--- src/rtl/ram_scan_pkg.sv ---
// Shared types for the RAM scan sequencer feeding the 7-seg decoders.
// Optional reverse scan is enabled with RAM_SCAN_REVERSE_EN.
package ram_scan_pkg;

  localparam int ADDR_WIDTH = 5;
  localparam int DATA_WIDTH = 4;

  typedef logic [ADDR_WIDTH-1:0] addr_t;
  typedef logic [DATA_WIDTH-1:0] data_t;

  typedef enum logic {
    RUN   = 1'b0,
    PAUSE = 1'b1
  } scan_state_t;

endpackage

--- src/rtl/ram_scan_sequencer_tick_gen.sv ---
// Free-running scan period counter with hold and clear.
// One-cycle tick on the last count of each period.
module tick_gen #(
  parameter int TICK_COUNT = 50000000
) (
  input  logic clk,
  input  logic reset_n,
  input  logic enable,
  input  logic clear,
  output logic tick
);

  localparam int CW = $clog2(TICK_COUNT);
  localparam logic [CW-1:0] LAST = CW'(TICK_COUNT - 1);

  logic [CW-1:0] cnt_q;
  logic [CW-1:0] cnt_d;

  assign tick = enable && (cnt_q == LAST);

  always_comb begin
    cnt_d = cnt_q;
    if (clear) begin
      cnt_d = '0;
    end else if (enable) begin
      cnt_d = tick ? '0 : cnt_q + 1'b1;
    end
  end

  always_ff @(posedge clk or negedge reset_n) begin
    if (!reset_n) begin
      cnt_q <= '0;
    end else begin
      cnt_q <= cnt_d;
    end
  end

endmodule

--- src/rtl/ram_scan_sequencer.sv ---
// Scanning RAM reader presenting aligned (rd_addr, rd_data) to the display.
// Define RAM_SCAN_REVERSE_EN to add the scan_down input.
module ram_scan_sequencer #(
  parameter int ADDR_WIDTH = ram_scan_pkg::ADDR_WIDTH,
  parameter int DATA_WIDTH = ram_scan_pkg::DATA_WIDTH,
  parameter int TICK_COUNT = 50000000
) (
  input  logic                  clk,
  input  logic                  reset_n,
  input  logic                  wr_en,
  input  logic [ADDR_WIDTH-1:0] wr_addr,
  input  logic [DATA_WIDTH-1:0] wr_data,
  input  logic                  pause,
  input  logic                  step,
`ifdef RAM_SCAN_REVERSE_EN
  input  logic                  scan_down,
`endif
  output logic [ADDR_WIDTH-1:0] rd_addr,
  output logic [DATA_WIDTH-1:0] rd_data,
  output logic                  rd_valid
);

  import ram_scan_pkg::*;

  localparam int DEPTH = 1 << ADDR_WIDTH;

  scan_state_t           state_q, state_d;
  logic [ADDR_WIDTH-1:0] scan_q, scan_d;
  logic [ADDR_WIDTH-1:0] rd_addr_q;
  logic [DATA_WIDTH-1:0] rd_data_q, rd_data_d;
  logic                  rd_valid_q;
  logic                  step_q;
  logic                  tick;
  logic                  step_edge;
  logic                  adv;
  logic                  down;

  logic [DATA_WIDTH-1:0] mem [DEPTH];

  tick_gen #(
    .TICK_COUNT(TICK_COUNT)
  ) u_tick (
    .clk    (clk),
    .reset_n(reset_n),
    .enable (state_q == RUN),
    .clear  (state_q == PAUSE && !pause),
    .tick   (tick)
  );

`ifdef RAM_SCAN_REVERSE_EN
  assign down = scan_down;
`else
  assign down = 1'b0;
`endif

  // Step edges only count once the FSM has settled in PAUSE.
  assign step_edge = (state_q == PAUSE) && step && !step_q;
  assign adv       = tick || step_edge;

  always_comb begin
    scan_d = scan_q;
    if (adv) begin
      scan_d = down ? scan_q - 1'b1 : scan_q + 1'b1;
    end
  end

  always_comb begin
    state_d = state_q;
    unique case (state_q)
      RUN:     state_d = pause ? PAUSE : RUN;
      PAUSE:   state_d = pause ? PAUSE : RUN;
      default: state_d = RUN;
    endcase
  end

  // Write-first bypass keeps rd_data coherent with a same-address write.
  always_comb begin
    rd_data_d = mem[scan_q];
    if (wr_en && (wr_addr == scan_q)) begin
      rd_data_d = wr_data;
    end
  end

  always_ff @(posedge clk) begin
    if (wr_en) begin
      mem[wr_addr] <= wr_data;
    end
  end

  always_ff @(posedge clk or negedge reset_n) begin
    if (!reset_n) begin
      state_q    <= RUN;
      scan_q     <= '0;
      step_q     <= 1'b0;
      rd_addr_q  <= '0;
      rd_data_q  <= '0;
      rd_valid_q <= 1'b0;
    end else begin
      state_q    <= state_d;
      scan_q     <= scan_d;
      step_q     <= step;
      rd_addr_q  <= scan_q;
      rd_data_q  <= rd_data_d;
      rd_valid_q <= 1'b1;
    end
  end

  assign rd_addr  = rd_addr_q;
  assign rd_data  = rd_data_q;
  assign rd_valid = rd_valid_q;

endmodule
--- config.mk ---
export PLATFORM = sky130hd
export DESIGN_NAME = ram_scan_sequencer
export DESIGN_NICKNAME = d
export VERILOG_FILES = /design/src/rtl/ram_scan_pkg.sv /design/src/rtl/ram_scan_sequencer_tick_gen.sv /design/src/rtl/ram_scan_sequencer.sv
export SDC_FILE = /design/constraint.sdc
export NUM_CORES = 1
export LEC_CHECK = 0
export BUFFER_PORTS_ARGS = -buffer_cell sky130_fd_sc_hd__buf_2
export CAP_MARGIN = 20
export CORE_MARGIN = 2
export CORE_UTILIZATION = 45
export DETAILED_ROUTE_END_ITERATION = 16
export PLACE_DENSITY = 0.6
export SLEW_MARGIN = 25
export SYNTH_ARGS = -nofsm -noshare
export SYNTH_HDL_FRONTEND = slang
export SYNTH_SLANG_ARGS = --single-unit
export TNS_END_PERCENT = 20
--- constraint.sdc ---
create_clock -name clk -period 4 [get_ports clk]
set_input_delay 1 -clock clk [delete_from_list [all_inputs] [get_ports clk]]
set_output_delay 1 -clock clk [all_outputs]
set_load 0.01 [all_outputs]
==> metrics.txt, run 1 <==
outcome complete, no violations; CP endpoint kind flop; antenna cell count 0; largest net degree at the start of global routing 34; Unique masters post-synth 52; via count 4,138; worst-margin pin slew 781.8 ps; DR pass1 iterations 4; vias per inst 5.577; flops & latches, synth 171; first-pass GRT wire length 23,580 um; total track usage 17.92%; Final Skew 10.20 ps; LEAKAGE 2.895 nW; total CTS buffers 17; syn_area_per_cell 14.93 um2; clock-pin slew on the worst setup and hold paths 60 ps; layout cells sized above 1 19.39%; dpl ws 1461 ps; EDFF count, synth 128; commonest cells in the netlist 128 x edfxtp_1, 48 x nor2_1, 43 x dfrtp_1; Die Wd 131.8 um; clk_lat worst skew 430 ps; Clock Path Buffers 2; setup bufs post-CTS 0; vias in the first global route 4,179; Worst EP arrival 2790 ps; DRC Markers 0; Slew headroom 47.88%; port bufs 23; gr ovfl total 0; most common cell in the netlist edfxtp_1; CTS Sinks 171; fmax 395.6 MHz; Hold Slack 477.6 ps; critical path launch point type flop; die area 17,360 um2; initial antenna violation count 0; Max Transition Viols Final 0; synthesis-to-layout area growth 11.80%; Initial Util 46.08%; area leader, netlist edfxtp_1; min-delay worst type reg -> reg; final period utilization 63.20%; core footprint 15,940 um2; post-synthesis net count 509; Die Ht 131.8 um; Placer Congestion 0.7905; Max-cap violations 0; sequential area share after synthesis 66.96%; post-synthesis async set-or-reset flop share 25.15%; Post-Route Setup TNS 0 ps; top-level I/O count 24; H-tree levels 4; Post-CTS Hold Buffers 0; PD cells 586.3 nW/um2; RSZ-0062 raised after global routing false; Syn Inst Count 492; Post-Syn Area 7347 um2; DR iter-0 viols 313; VDD IR-drop max 0.3108 mV; post-route setup slack 1472 ps; Avg WL per Cell 19.87 um; Hold Violations, Final 0; DRT Wirelength 14,750 um; CP Data Required Time 4260 ps; CTS tree yes; Area contributors post-synth edfxtp_1 52%, dfrtp_1 15%, mux4_2 7.4%; YS warnings 0; ANT nets after route 0; final setup vio count 0; CP max FO 24; minimum clock period 2528 ps; DPL Wire Length 9542 um; Nets 530; CTS Root Cell clkbuf_16; Yosys top cell area share 52.32%; most used flip-flop cell after synthesis edfxtp_1; post_cts resized 0; WS Path Type reg -> reg; num rows 46
-- stage by stage --
| step | total power, mW | cell area, um2 | util [%] | instances |
|---|---|---|---|---|
| global placement | 3.223 | 7610 | 47.73 | 710 |
| global route | 5.036 | 8214 | 51.52 | 742 |
| detailed placement | 3.232 | 7617 | 47.78 | 710 |
| finish | 4.816 | 8214 | 51.52 | 742 |
| CTS | 4.864 | 8207 | 51.48 | 742 |
| floorplan | 2.959 | 7347 | - | 492 |
-- cells in the final DEF, fill, tap and decap left out, drive strengths merged, types with 6 or more instances in the layout --
cell    instances
buf            27
nor3            6
mux4           24
a221oi         12
o21ai          21
nand2          15
clkbuf         18
mux2i          25
xnor2           7
nand4           7
dfrtp          43
nand3          19
edfxtp        128
or3            10
inv            22
a21oi          14
a21o           11
nor2           48
-- layout make-up --
cell class,count,area (um2)
Inverter,16,60.06
Multi-Input combinational cell,280,2227
Timing Repair Buffer,27,145.1
Clock buffer,18,429.2
Clock inverter,14,160.2
Sequential cell,171,4922
Fill cell,1346,7729
Tap cell,216,270.3
-- cell families (layout without fill, tap and decap cells) --
group,count (synthesis),in the layout,share of synthesized area (%)
compound gates,72,72,6.591
simple gates,141,141,10.37
buf+inv,41,75,2.912
fa+ha+maj,3,3,0.5110
other cells,1,1,0.05104
mux,54,54,11.53
flops,171,171,66.96
xor+xnor,9,9,1.073
-- metal layers --
layer | global-route usage, % | wire length [um] | vias up
met2 | 27.69 | 7036 | 97
li1 | - | - | 1941
met5 | 0 | 0 | -
met3 | 4.729 | 749 | 13
met1 | 25.55 | 6811 | 2087
met4 | 4.589 | 148 | 0
-- flip-flops by register name, summed over array words and instances (netlist names) --
register and count:
mem 128, rd_addr 5, rd_data 4, rd_valid 1, scan_q 5, state_q 1, step_q 1, u_tick.cnt_q 26
-- final timing paths --
| check | from | to | slack [ps] | depth (start not counted) |
|---|---|---|---|---|
| worst max register to register | scan_q[1] | rd_data[3] | 1470 | 5 |
| max in group asynchronous | reset_n | u_tick.cnt_q[24] | 2720 | 2 |
| worst min-delay path | u_tick.cnt_q[23] | u_tick.cnt_q[23] | 480 | 1 |
| min in group asynchronous | reset_n | u_tick.cnt_q[15] | 570 | 1 |
| worst max-delay path | scan_q[1] | rd_data[3] | 1470 | 5 |
| worst min register to register | u_tick.cnt_q[23] | u_tick.cnt_q[23] | 480 | 1 |
-- worst max-delay path, cell delays in order, from the launching register on --
cell and delay (ps):
dfrtp_2 740, buf_4 480, mux2i_1 330, a221oi_1 140, a2111oi_0 550, a221oi_1 140
-- report_power, final --
| part | switching [mW] | internal [mW] |
|---|---|---|
| Sequential | 0.212 | 2.01 |
| Clock | 0.697 | 0.934 |
| Combinational | 0.464 | 0.501 |
Power figures use the tool's default switching activity.
==> run 2: changes to the inputs <==
--- a/config.mk
+++ b/config.mk
@@ -10,7 +10,7 @@
 export CORE_MARGIN = 2
 export CORE_UTILIZATION = 45
 export DETAILED_ROUTE_END_ITERATION = 16
-export PLACE_DENSITY = 0.6
+export PLACE_DENSITY = 0.62
 export SLEW_MARGIN = 25
 export SYNTH_ARGS = -nofsm -noshare
 export SYNTH_HDL_FRONTEND = slang
==> constraint.sdc (replaced) <==
create_clock -name clk -period 2.2 [get_ports clk]
set_input_delay 0.55 -clock clk [delete_from_list [all_inputs] [get_ports clk]]
set_output_delay 0.55 -clock clk [all_outputs]
set_load 0.01 [all_outputs]
==> run 2 against run 1 <==
Effect of this change:
- core utilization is 1.6 points higher
- count of clock-buffer cells in the layout unchanged
- clock power increased by 99%
- non-clock buffer count increased by 26
- register-to-register slack got worse by 1400 ps
- final area up 3.0%
- maximum frequency grew 21%
- die area stayed put
- critical endpoint is now rd_data[0]
- sequential power is 72% higher
- via count increased by 3.5%
- hold slack got worse by 290 ps
==> metrics.txt, run 2 (synthesis results as in run 1) <==
R2R setup slack 110 ps (-1360 ps); clock-pin slew on the worst setup and hold paths 70 ps (about the same); Placer Congestion 0.7725 (-2.3%); die area 17,360 um2 (unchanged); clk_lat worst skew 430 ps (about the same); Max Transition Viols Final 0 (unchanged); port bufs 23 (unchanged); CTS Root Cell clkbuf_16; Net Switching 2.497 mW (+82%); DR iter-0 viols 386 (+23%); Nets 556 (+4.9%); DPL Wire Length 10,310 um (+8.0%); most common cell after layout, fill and taps aside edfxtp_1; num rows 46 (unchanged); final core utilization 53.08% (+1.6 points); gr ovfl total 0 (unchanged); logic gate share of total power 23.3% (+3.2 points); cell count of the worst reg-to-reg path 6 (+1); sw frac 27.11% (-1.4 points); DRT Wirelength 15,020 um (+1.8%); final period utilization 94.80% (+32 points); LEAKAGE 3.045 nW (+5.2%); H-tree levels 4 (unchanged); Initial Util 46.08% (unchanged); outcome complete, no violations; final setup vio count 0 (unchanged); max reg flops 128 (unchanged); CP max FO 15 (-38%); DRC Markers 0 (unchanged); Clock Path Buffers 2 (unchanged); Max-cap violations 0 (unchanged); WS Path Type reg -> reg; RSZ-0062 raised after global routing false; minimum clock period 2086 ps (-442.6 ps); Die Ht 131.8 um (unchanged); setup bufs post-CTS 0 (unchanged); Final Non-Filler Cells 768 (+3.5%); largest register by flop count mem; Sequential Power Share 41.4% (-4.7 points); Post-Route Setup TNS 0 ps (unchanged); most frequent cells in the layout 128 x edfxtp_1, 48 x nor2_1, 42 x dfrtp_1; total track usage 18.12% (+0.20 points); Internal 6.714 mW (+95%); VDD IR-drop max 0.7101 mV (+130%); total CTS buffers 17 (unchanged); max incr delay on CP 490 ps (-250 ps); vias in the first global route 4,293 (+2.7%); reg-to-reg endpoint rd_data[0]; largest net degree at the start of global routing 44 (+29%); layout cells sized above 1 22.83% (+3.4 points); critical path launch point type flop; CTS tree yes; Post-CTS Hold Buffers 0 (unchanged); top-level I/O count 24 (unchanged); RR Startpoint scan_q[0]; Largest regs mem: 128 flops, u_tick.cnt_q: 26 flops; CP cell instances buf_12, buf_4, mux4_2, mux2_2, a211oi_1, a221oi_1; Hold Violations, Final 0 (unchanged); PD cells 1088 nW/um2 (+86%); Final Skew 8.375 ps (-1.822 ps); Avg WL per Cell 19.55 um (-1.6%); total power 9.211 mW (+91%); initial antenna violation count 0 (unchanged); CP max stage cell mux4_2; min-delay worst type in -> async; CP endpoint kind flop; DR pass1 iterations 5 (+1); antenna cell count 0 (unchanged); dpl cells 736 (+3.7%); Slew headroom 45.14% (-2.7 points); core footprint 15,940 um2 (unchanged); ANT nets after route 0 (unchanged); Die Wd 131.8 um (unchanged); CP Data Required Time 2480 ps (-1780 ps); fmax 479.5 MHz (+21%); first-pass GRT wire length 23,960 um (+1.6%); synthesis-to-layout area growth 15.19%; CTS Sinks 171 (unchanged); Hold Slack 186.6 ps (-291.0 ps); Worst EP arrival 2360 ps (-430 ps); vias per inst 5.578 (about the same); clock network fraction of total power 35.3% (+1.4 points); worst-margin pin slew 822.9 ps (+41.06 ps); via count 4,284 (+3.5%)
==> run 2: cell types whose count changed in the layout (fill, tap and decap cells not counted), moves of 2 or more <==
cell and change:
buf_4 +25, bufinv_16 +3, clkinv_4 -3, clkinvlp_4 +2
inv_6 -2
==> run 2: power groups by stage <==
| stage | registers (mW) | logic (mW) | clock network (mW) |
|---|---|---|---|
| floorplan | 3.83 | 1.55 | 0 |
| global placement | 3.88 | 2.13 | 0 |
| detailed placement | 3.88 | 2.15 | 0 |
| CTS | 3.82 | 2.16 | 3.30 |
| global route | 3.83 | 2.33 | 3.45 |
| finish | 3.81 | 2.14 | 3.25 |
==> run 2: timing repair <==
item,CTS,global route
endpoints found under the hold margin,0,0
gates resized for setup,0,1
endpoints found under the setup margin,0,1
==> run 2: area by class of cell <==
class,count,area [um2]
Fill cell,1326,7480
Sequential cell,171,4921
Multi-Input combinational cell,280,2215
Clock buffer,18,429.2
Timing Repair Buffer,53,352.8
Tap cell,216,270.3
Clock inverter,14,215.2
Inverter,16,60.06
==> run 2: through the flow <==
stage	area (um2)	setup WS, ps
2_1_floorplan	7347	207.4
3_3_place_gp	7818	147.0
3_5_place_dp	7818	107.2
4_1_cts	8462	72.40
5_1_grt	8463	17.55
6_report	8463	114.5
==> run 2: per-layer routing <==
metal  global-route usage, %  share of wire (%)
met5                       0                  0
met3                   3.845                5.0
met2                   28.65                 48
met1                   25.40                 46
met4                   5.737                1.3
==> run 2: worst max-delay path by stage <==
| stage | slack [ps] | cells past startpoint | end | start |
|---|---|---|---|---|
| floorplan | 210 | 7 | rd_data[0] | scan_q[0] |
| global placement | 150 | 7 | rd_data[1] | scan_q[0] |
| detailed placement | 110 | 7 | rd_data[1] | scan_q[0] |
| CTS | 70 | 7 | rd_data[1] | scan_q[0] |
| global route | 20 | 6 | rd_data[2] | scan_q[0] |
| finish | 110 | 6 | rd_data[0] | scan_q[0] |
==> run 2: critical path, delay by kind of cell (launching register included) <==
| kind | cells | cell delay [ps] |
|---|---|---|
| mux | 2 | 770 |
| flops | 1 | 400 |
| buf+inv | 2 | 350 |
| compound gates | 2 | 420 |
